===== src/rtl/saph_raster_arbiter.sv =====
// Round-robin arbiter that feeds one rasterizer from NUM_REQ shape sources.
// A single holding register decouples the sources from the rasterizer and can
// sustain one shape per clock. A burst limit lets a source keep the grant for up
// to MAX_BURST consecutive shapes while other sources are requesting.
module saph_raster_arbiter #(
    parameter int unsigned NUM_REQ   = 4,
    parameter int unsigned MAX_BURST = 2,
    parameter int unsigned VTX_W     = 32,
    localparam int unsigned ID_W     = $clog2(NUM_REQ)
) (
    input  logic                                   clk,
    input  logic                                   rst,
    input  logic [NUM_REQ-1:0]                     req_trig,
    input  logic [NUM_REQ-1:0][1:0]                req_type,
    input  logic [NUM_REQ-1:0][3:0][VTX_W-1:0]     req_shape,
    output logic [NUM_REQ-1:0]                     req_ready,
    output logic                                   ras_trig,
    output logic [1:0]                             ras_type,
    output logic [3:0][VTX_W-1:0]                  ras_shape,
    output logic [ID_W-1:0]                        ras_src,
    input  logic                                   ras_ready,
    output logic                                   busy
);

    localparam int unsigned CNT_W = (MAX_BURST > 1) ? $clog2(MAX_BURST) : 1;

    logic                    ras_trig_q, ras_trig_d;
    logic [1:0]              ras_type_q, ras_type_d;
    logic [3:0][VTX_W-1:0]   ras_shape_q, ras_shape_d;
    logic [ID_W-1:0]         ras_src_q, ras_src_d;
    logic [ID_W-1:0]         last_id_q, last_id_d;
    logic [CNT_W-1:0]        burst_cnt_q, burst_cnt_d;
    // Marks that last_id/burst_cnt describe a real grant; until the first grant
    // after reset the continue rule is disabled so that req 0 wins first.
    logic                    last_vld_q, last_vld_d;

    logic                    empty;
    logic                    grant_vld;
    logic [ID_W-1:0]         grant_id;
    logic                    xfer;
    int unsigned             idx;

    assign empty = ~ras_trig_q | ras_ready;
    assign xfer  = empty & grant_vld;

    // Grant selection: continue the current burst, else rotate from last_id+1.
    always_comb begin
        grant_vld = 1'b0;
        grant_id  = last_id_q;
        idx       = 0;
        if (last_vld_q && req_trig[last_id_q] && (32'(burst_cnt_q) + 32'd1 < MAX_BURST)) begin
            grant_vld = 1'b1;
        end else begin
            // The search ends at last_id itself, so a sole requester is always re-granted.
            for (int unsigned k = 1; k <= NUM_REQ; k++) begin
                idx = (32'(last_id_q) + k) % NUM_REQ;
                if (!grant_vld && req_trig[idx]) begin
                    grant_vld = 1'b1;
                    grant_id  = ID_W'(idx);
                end
            end
        end
    end

    // One-hot ready toward the granted source, only while the register can accept.
    always_comb begin
        req_ready = '0;
        for (int unsigned i = 0; i < NUM_REQ; i++) begin
            req_ready[i] = xfer & (grant_id == ID_W'(i));
        end
    end

    // Next state of the holding register and the round-robin pointer.
    always_comb begin
        ras_trig_d  = ras_trig_q & ~ras_ready;
        ras_type_d  = ras_type_q;
        ras_shape_d = ras_shape_q;
        ras_src_d   = ras_src_q;
        last_id_d   = last_id_q;
        burst_cnt_d = burst_cnt_q;
        last_vld_d  = last_vld_q;
        if (xfer) begin
            ras_trig_d  = 1'b1;
            ras_type_d  = req_type[grant_id];
            ras_shape_d = req_shape[grant_id];
            ras_src_d   = grant_id;
            last_id_d   = grant_id;
            last_vld_d  = 1'b1;
            if (last_vld_q && (grant_id == last_id_q)) begin
                if (32'(burst_cnt_q) + 32'd1 < MAX_BURST) begin
                    burst_cnt_d = burst_cnt_q + CNT_W'(1);
                end
            end else begin
                burst_cnt_d = '0;
            end
        end
    end

    // State registers with asynchronous reset; reset drops any held shape.
    always_ff @(posedge clk or posedge rst) begin
        if (rst) begin
            ras_trig_q  <= 1'b0;
            ras_type_q  <= '0;
            ras_shape_q <= '0;
            ras_src_q   <= '0;
            last_id_q   <= ID_W'(NUM_REQ - 1);
            burst_cnt_q <= '0;
            last_vld_q  <= 1'b0;
        end else begin
            ras_trig_q  <= ras_trig_d;
            ras_type_q  <= ras_type_d;
            ras_shape_q <= ras_shape_d;
            ras_src_q   <= ras_src_d;
            last_id_q   <= last_id_d;
            burst_cnt_q <= burst_cnt_d;
            last_vld_q  <= last_vld_d;
        end
    end

    assign ras_trig  = ras_trig_q;
    assign ras_type  = ras_type_q;
    assign ras_shape = ras_shape_q;
    assign ras_src   = ras_src_q;
    assign busy      = ras_trig_q | (|req_trig);

endmodule

===== config.mk =====
export PLATFORM = sky130hd
export DESIGN_NAME = saph_raster_arbiter
export DESIGN_NICKNAME = d
export VERILOG_FILES = /design/src/rtl/saph_raster_arbiter.sv
export SDC_FILE = /design/constraint.sdc
export NUM_CORES = 1
export LEC_CHECK = 0
export BUFFER_PORTS_ARGS = -buffer_cell sky130_fd_sc_hd__buf_2
export CAP_MARGIN = 0
export CORE_AREA = 3 3 260 262
export CTS_BUF_LIST = sky130_fd_sc_hd__clkbuf_4 sky130_fd_sc_hd__clkbuf_8 sky130_fd_sc_hd__clkbuf_16
export DETAILED_ROUTE_END_ITERATION = 12
export DIE_AREA = 0 0 263 265
export GPL_TIMING_DRIVEN = 1
export PLACE_DENSITY = 0.39
export SKIP_LAST_GASP = 1
export SLEW_MARGIN = 15
export SYNTH_ARGS = -nofsm -noshare
export SYNTH_HDL_FRONTEND = slang
export SYNTH_SLANG_ARGS = --single-unit

===== constraint.sdc =====
create_clock -name clk -period 3.7 [get_ports clk]
set_clock_uncertainty 0.2 [all_clocks]
set_input_delay 0.185 -clock clk [delete_from_list [all_inputs] [get_ports clk]]
set_output_delay 0.185 -clock clk [all_outputs]
set_load 0.05 [all_outputs]

Yosys cells after proc, flatten, opt, wreduce, memory -nomap -nowiden
Cells that the tools add are included.

Bitwise operators: 10. Equal/unequal tests: 5. Magnitude comparators: 7. $add $sub $neg: 6. Multiplexer cells: 30. Reductions and logical operators: 12.

Operators by type and width (count): $bmux 128 s2 (1); $mux 128 (1); $lt 2x3->1 const B (6); $mux 1 (16); $mux 2 (6); $bmux 1 s2 (5); $and 1x1->1 (6); $logic_and 1x1->1 (6); $add 2x1->2 const B (2); $add 2x2->2 const B (2); $bmux 2 s2 (1); $eq 2x2->1 const B (2); $reduce_or 4->1 (1); $logic_not 1->1 (3); $add 1x1->2 const B (1); $eq 2x1->1 const B (1); $eq 2x2->1 (1); $logic_not 2->1 (1); $lt 2x2->1 const B (1); $ne 2x1->1 const B (1); $not 1->1 (2); $or 1x1->1 (2); $reduce_and 2->1 (1); $add 1x1->1 const B (1).

Input bits: 527. Word-level logic and storage cells: 80. Flip-flop bits (word level): 137. Output and inout bits: 138.

Depth between registers and ports, before layout
Depth in word-level cells: 21. Mapped depth: 11. Mapped depth without buffers: 6.

Least setup slack after synthesis
Ideal clock, no wire load.

Kind: register -> output. Start: reg last_id_q[0]. End: out req_ready[0]. Required time: 3315 ps. Path buffers: 5. Slack: 519 ps. Arrival time: 2796 ps. Cell stages (with the launch flop): 11. Cell sequence: dfstp_2 -> buf_4 -> or3b_1 -> a2bb2oi_2 -> a31o_1 -> clkbuf_1 -> a21o_1 -> buf_2 -> buf_2 -> buf_2 -> nor2_1.

Word-level cells in the longest chain between the ends: 19. Elaborated cells between the ends (all ways): 38. Those cells by class: 4 x add/sub; 23 x mux; 2 x bitwise; 9 x reduce/logical.

Ends and longest elaborated chain: start: declaration (RTL line 31) `logic [ID_W-1:0] last_id_q, last_id_d;`; start signal: assignment (RTL line 106) `last_id_q <= ID_W'(NUM_REQ - 1);`; start signal: assignment (RTL line 114) `last_id_q <= last_id_d;`; $add 2x1->2 (RTL line 56) `idx = (32'(last_id_q) + k) % NUM_REQ;`; $bmux 1 s2 (RTL line 57) `if (!grant_vld && req_trig[idx]) begin`; $mux 1 (not written as such) (RTL line 57); $mux 1 (RTL line 57); $mux 1 (RTL line 51) `if (last_vld_q && req_trig[last_id_q] && (32'(burst_cnt_q) + 32'd1 < MAX_BURST)) begin`; $logic_not 1->1 (RTL line 57); $logic_and 1x1->1 (RTL line 57); $mux 1 (RTL line 57); (+3 left out); $mux 1 (RTL line 57); $mux 1 (RTL line 51); $logic_not 1->1 (RTL line 57); $logic_and 1x1->1 (RTL line 57); $mux 1 or $mux 2 (tied branches) (RTL line 57); $mux 1 or $mux 2 (tied branches) (RTL line 51); $and 1x1->1 or $logic_not 2->1 (tied branches) (RTL line 44, 69); $and 1x1->1 * (RTL line 69) `req_ready[i] = xfer & (grant_id == ID_W'(i));`; end: declaration (RTL line 16) `output logic [NUM_REQ-1:0] req_ready,`.

Mark *: on every way between the ends. The rest lies on a longest branch, timed or not. The select of a mux whose other input is x is not followed.

Worst setup path after layout
Start: reg last_id_q[1]. End: reg ras_shape_q, in the netlist ras_shape[30].

Word-level cells in the longest chain between the ends: 19. Elaborated cells between the ends (all ways): 38. Those cells by class: 4 x add/sub; 25 x mux; 1 x bitwise; 8 x reduce/logical.

Ends and longest elaborated chain: $add 2x1->2 (RTL line 56); $bmux 1 s2 (RTL line 57); $mux 1 (not written as such) (RTL line 57); $mux 1 (RTL line 57); $mux 1 (RTL line 51); $logic_not 1->1 (RTL line 57); $logic_and 1x1->1 (RTL line 57); $mux 1 (RTL line 57); (+3 left out); $mux 1 (RTL line 57); $mux 1 (RTL line 51); $logic_not 1->1 (RTL line 57); $logic_and 1x1->1 (RTL line 57); $mux 2 (RTL line 57); $mux 2 (RTL line 51); $bmux 128 s2 (RTL line 85) `ras_shape_d = req_shape[grant_id];`; $mux 128 (not written as such) (RTL line 85); end signal: assignment (RTL line 112) `ras_shape_q <= ras_shape_d;`; end: declaration (RTL line 29) `logic [3:0][VTX_W-1:0] ras_shape_q, ras_shape_d;`.

Parallel ways exist; a longest one is shown, timed or not. The select of a mux whose other input is x is not followed. A chain may end at the register's enable or synchronous reset.

==> results by stage <==
Floorplan:
- The floorplan has 94 rows.
- The height of the die is roughly 270 um.
- The floorplan step defined a core boundary enclosing 65630 um^2.
- The die is about 260 um wide.
- The count of pins on the block boundary is approximately 670.
- Once the floorplan was initialized, standard cells occupied 15.07% of the core.
- The die footprint is ~70000 um^2.

Route:
- The detailed router used layers up to and including met4.
- In the detailed route, the total length drawn on met3 is between 3000 and 4000 um.
- The first-iteration detailed-routing DRC count is about 630.
- For this block, the routed nets add up to approximately 56000 um of wire.
- The total number of vias is around 13000.
- The routed length on met1 is ~22000 um.
- The length of the first detailed-routing pass in iterations is 5.
- The average detailed-routed wire length per instance is 18.32 um.
- Wire segments on met2 add up to ~30000 um in the final route.
- The count of antenna-violating nets left after detailed routing is 0.
- The detail-routed via count per cell is ~4.3.
- After detailed routing, the number of remaining DRC violations is 0.

Placed design:
- OpenSTA, run right after detailed placement, puts the worst setup slack at around 0.36 ns.
- Buffers placed on the I/O ports in this run total roughly 660.
- The instance count after placement with tap cells included is between 2000 and 3000.
- At the end of routability-driven placement, the weighted congestion stood at 0.9161.
- After legalization and detailed placement, the total HPWL measured just under 40000 um.
- The instance area after placement is ~14000 um^2.

Synthesis:
- The predominant post-synthesis flop cell is sky130_fd_sc_hd__dfrtp_1.
- The portion of the post-synthesis area used by sequential elements is 34.68%.
- The post-synthesis net count is ~1600.
- By instance count, the leading cell after synthesis is sky130_fd_sc_hd__a211oi_1.
- The post-synthesis cell count is 1104.
- After synthesis, the mean cell area works out to 8.961 um^2.
- The cell taking the most area after synthesis is sky130_fd_sc_hd__dfrtp_1.
- The number of flops mapped to enable cells by yosys is 0.
- The distinct cell type count of the synthesized netlist is 42.
- The share of the synthesized area in the top cell type is 34.15%.
- Yosys printed 0 warnings.
- By area the synthesized netlist is led by sky130_fd_sc_hd__dfrtp_1, sky130_fd_sc_hd__a211oi_1, sky130_fd_sc_hd__mux2i_1, sky130_fd_sc_hd__a211oi_2, sky130_fd_sc_hd__inv_1.
- The share of flip-flops with an asynchronous set or reset after synthesis is 100.0%.
- The commonest cells after synthesis are sky130_fd_sc_hd__a211oi_1, sky130_fd_sc_hd__inv_1, sky130_fd_sc_hd__dfrtp_1, sky130_fd_sc_hd__nor2_1, sky130_fd_sc_hd__mux2i_1.
- The flip-flop and latch count after synthesis is between 100 and 150.
- The post-synth design cell area is a little under 10000 um^2.

GRT:
- The initial antenna violation count is 3.
- In the global route stage, overall resource usage came out at ~16%.
- The first global-routing pass estimated 85120 um of wire.
- The via count of the first global-routing pass is between 10000 and 15000.
- The maximum number of pins on one net before global-route repair is 138.
- After global routing the overflow that remains totals 0.

Worst setup path:
- The most common cell type on the critical path is sky130_fd_sc_hd__buf_4.
- In this design, the stage delay of the slowest critical-path cell is between 0.6 and 0.7 ns.
- By startpoint and endpoint, the worst setup path is classified as reg2reg.
- For this design, the slowest cell found on the critical path is sky130_fd_sc_hd__dfstp_2.
- Grouping stages by cell kind, the critical path spends the most delay in buffers and inverters.
- STA puts the critical path data required time at 3.85 ns.
- Traced cell by cell, the critical path runs through mux2_1 -> a2bb2oi_2 -> a31oi_1 -> o211ai_1 -> buf_4 -> buf_12 -> buf_4 -> a211oi_1 -> a211oi_2 -> dlygate4sd3_1.
- The number of buffer and inverter instances along the worst setup path is 4.
- The arrival time of data at the critical path endpoint is 3.73 ns.
- The element type at the critical path start is a register.
- Along the worst path, the maximum fanout reaches 38.
- STA classifies the critical path endpoint as a register.

Timing:
- The worst-case headroom to the max-slew limit is 40.45%.
- The worst-margin pin slew is 0.8932 ns.
- Setup violations remaining at the end of the flow were counted as 0.
- The total count of hold-check failures in the final report is 0.
- Setup repair after global routing left no endpoint under its margin.
- For the final routed database, the setup TNS stands at 0 ns.
- For this run, the top clock speed supported by timing is between 0.2 and 0.3 GHz.
- Dividing the final minimum period by the clock period gives a little over nine tenths.
- The minimum clock period is 3.574 ns.
- The max-slew violation total from the final report is 0.
- Setup slack on the critical path of the routed design comes to about 0.13 ns.

Clocking:
- Clock latency on the worst-skew pair, taken at its later pin, is 0.47 ns.
- The H-tree was split into 4 levels.
- The clock net in this run drives a total of ~140 sinks.
- Clock tree synthesis selected as its root buffer the cell sky130_fd_sc_hd__clkbuf_16.
- The TritonCTS clock tree is done.
- Counting along the longest clock path gives a buffer depth of 2.
- Buffers inserted during clock tree synthesis total 17.
- Clock-pin slew was measured on the worst setup and hold paths at about 0.070 ns.

Pwr:
- In this run the power density over the cells is 832.2 nW/um^2.
- The leakage power summed over all cells is 0.009202 uW.
- Across the VDD grid, the largest voltage drop is about 0.00049 V.

Final layout:
- The signed area change from the synthesized netlist to the final layout is 99.46%.
- The final layout contains 2711 nets.
- The fraction of layout instances using a drive strength above 1 is 37.10%.
- The final standard cell count with taps included and fillers excluded is roughly 3100.
- The finished cells cover 19730 um^2.

Flow run:
- Max-cap violations in this run came to 0.

Hold path:
- The classification of the worst-slack hold path is in2reg.

Outcome:
- The flow ran to the end, and the final reports show no timing, DRC or antenna violations.
worst register-to-register path: stages (launching register included):
cell and delay (ns):
sky130_fd_sc_hd__dfstp_2 0.65, sky130_fd_sc_hd__mux2_1 0.36, sky130_fd_sc_hd__a2bb2oi_2 0.21, sky130_fd_sc_hd__a31oi_1 0.26, sky130_fd_sc_hd__o211ai_1 0.11, sky130_fd_sc_hd__buf_4 0.20, sky130_fd_sc_hd__buf_12 0.16, sky130_fd_sc_hd__buf_4 0.33
sky130_fd_sc_hd__a211oi_1 0.33, sky130_fd_sc_hd__a211oi_2 0.08, sky130_fd_sc_hd__dlygate4sd3_1 0.57
per-layer routing:
metal  vias up  GRT usage, %
li1       6256             -
met1      6405         17.37
met2       570         28.76
met3        74         3.815
met4         0         6.452
met5         -             0
layout by cell type (no fill, tap or decap), drive strengths merged, types with 2 or more instances in the layout:
cell type,n
o21ai,6
mux2,3
a21o,2
mux2i,132
nand2,5
a211oi,392
inv,140
clkinvlp,4
o21a,2
dfrtp,135
dlygate4sd3,464
nor2,135
clkbuf,20
diode,2
bufinv,4
clkinv,2
a31oi,2
a211o,2
buf,718
a21oi,5
nand2b,3
dfstp,2
and3,2
worst paths after layout:
path | start | to | depth (start not counted) | slack (ns)
worst max-delay path | last_id_q[1]$_DFFE_PP1P_ | ras_shape[30]$_DFFE_PP0P_ | 10 | 0.13
worst min-delay path | req_shape[56] | ras_shape[56]$_DFFE_PP0P_ | 5 | 0.03
worst max register to register | last_id_q[1]$_DFFE_PP1P_ | ras_shape[30]$_DFFE_PP0P_ | 10 | 0.13
worst min register to register | ras_src[1]$_DFFE_PP0P_ | ras_src[1]$_DFFE_PP0P_ | 1 | 0.30
max in group asynchronous | rst | ras_shape[90]$_DFFE_PP0P_ | 4 | 2.32
min in group asynchronous | rst | ras_shape[106]$_DFFE_PP0P_ | 4 | 0.33
layout make-up:
| class | instances | area [um^2] |
|---|---|---|
| flip-flops and latches | 137 | 3431 |
| multi-input cells | 708 | 5440 |
| repair buffers | 1182 | 8601 |
| inverters | 138 | 521.8 |
| fillers | 6946 | 45900 |
| clock inverters | 12 | 186.4 |
| clock buffers | 20 | 466.7 |
| well taps | 864 | 1081 |
| diodes | 2 | 5.005 |
state kept, by name (all words and copies together), names as in the netlist:
register     cells
last_vld_q       1
ras_type         2
last_id_q        2
ras_src          2
ras_shape      128
burst_cnt_q      1
ras_trig         1
kinds of logic (layout without fill, tap and decap cells):
logic type | count (synthesis) | in the layout | share of synthesized area [%]
other | 0 | 2 | 0
flip-flops | 137 | 137 | 34.68
multiplexers | 135 | 135 | 13.70
AO/OA/AOI/OAI | 421 | 421 | 34.43
buffers and inverters | 259 | 1352 | 11.09
AND/OR/NAND/NOR | 152 | 152 | 6.109
metrics by stage:
step	power, uW	hold WS (ns)	utilization [%]
floorplan	9775	0.1245	-
global placement	12870	0.2892	21.82
detailed placement	12930	0.2893	21.82
CTS	16450	0.005378	29.89
global route	17380	0.02831	30.06
finish	16420	0.02884	30.07
where the power goes:
part	internal [uW]	leakage, uW	switching (uW)
clock	1190	0.000310	808
sequential	2270	0.00152	448
combinational	4440	0.00738	7260
total	7900	0.00920	8520
timing repair:
item,4_1_cts,5_1_grt
resized for setup,0,4
endpoints found under the hold margin,267,0
hold buffers,464,0
buffers inserted,0,12
setup endpoints to repair,0,68
No activity file was read; power rests on OpenSTA's default activity.
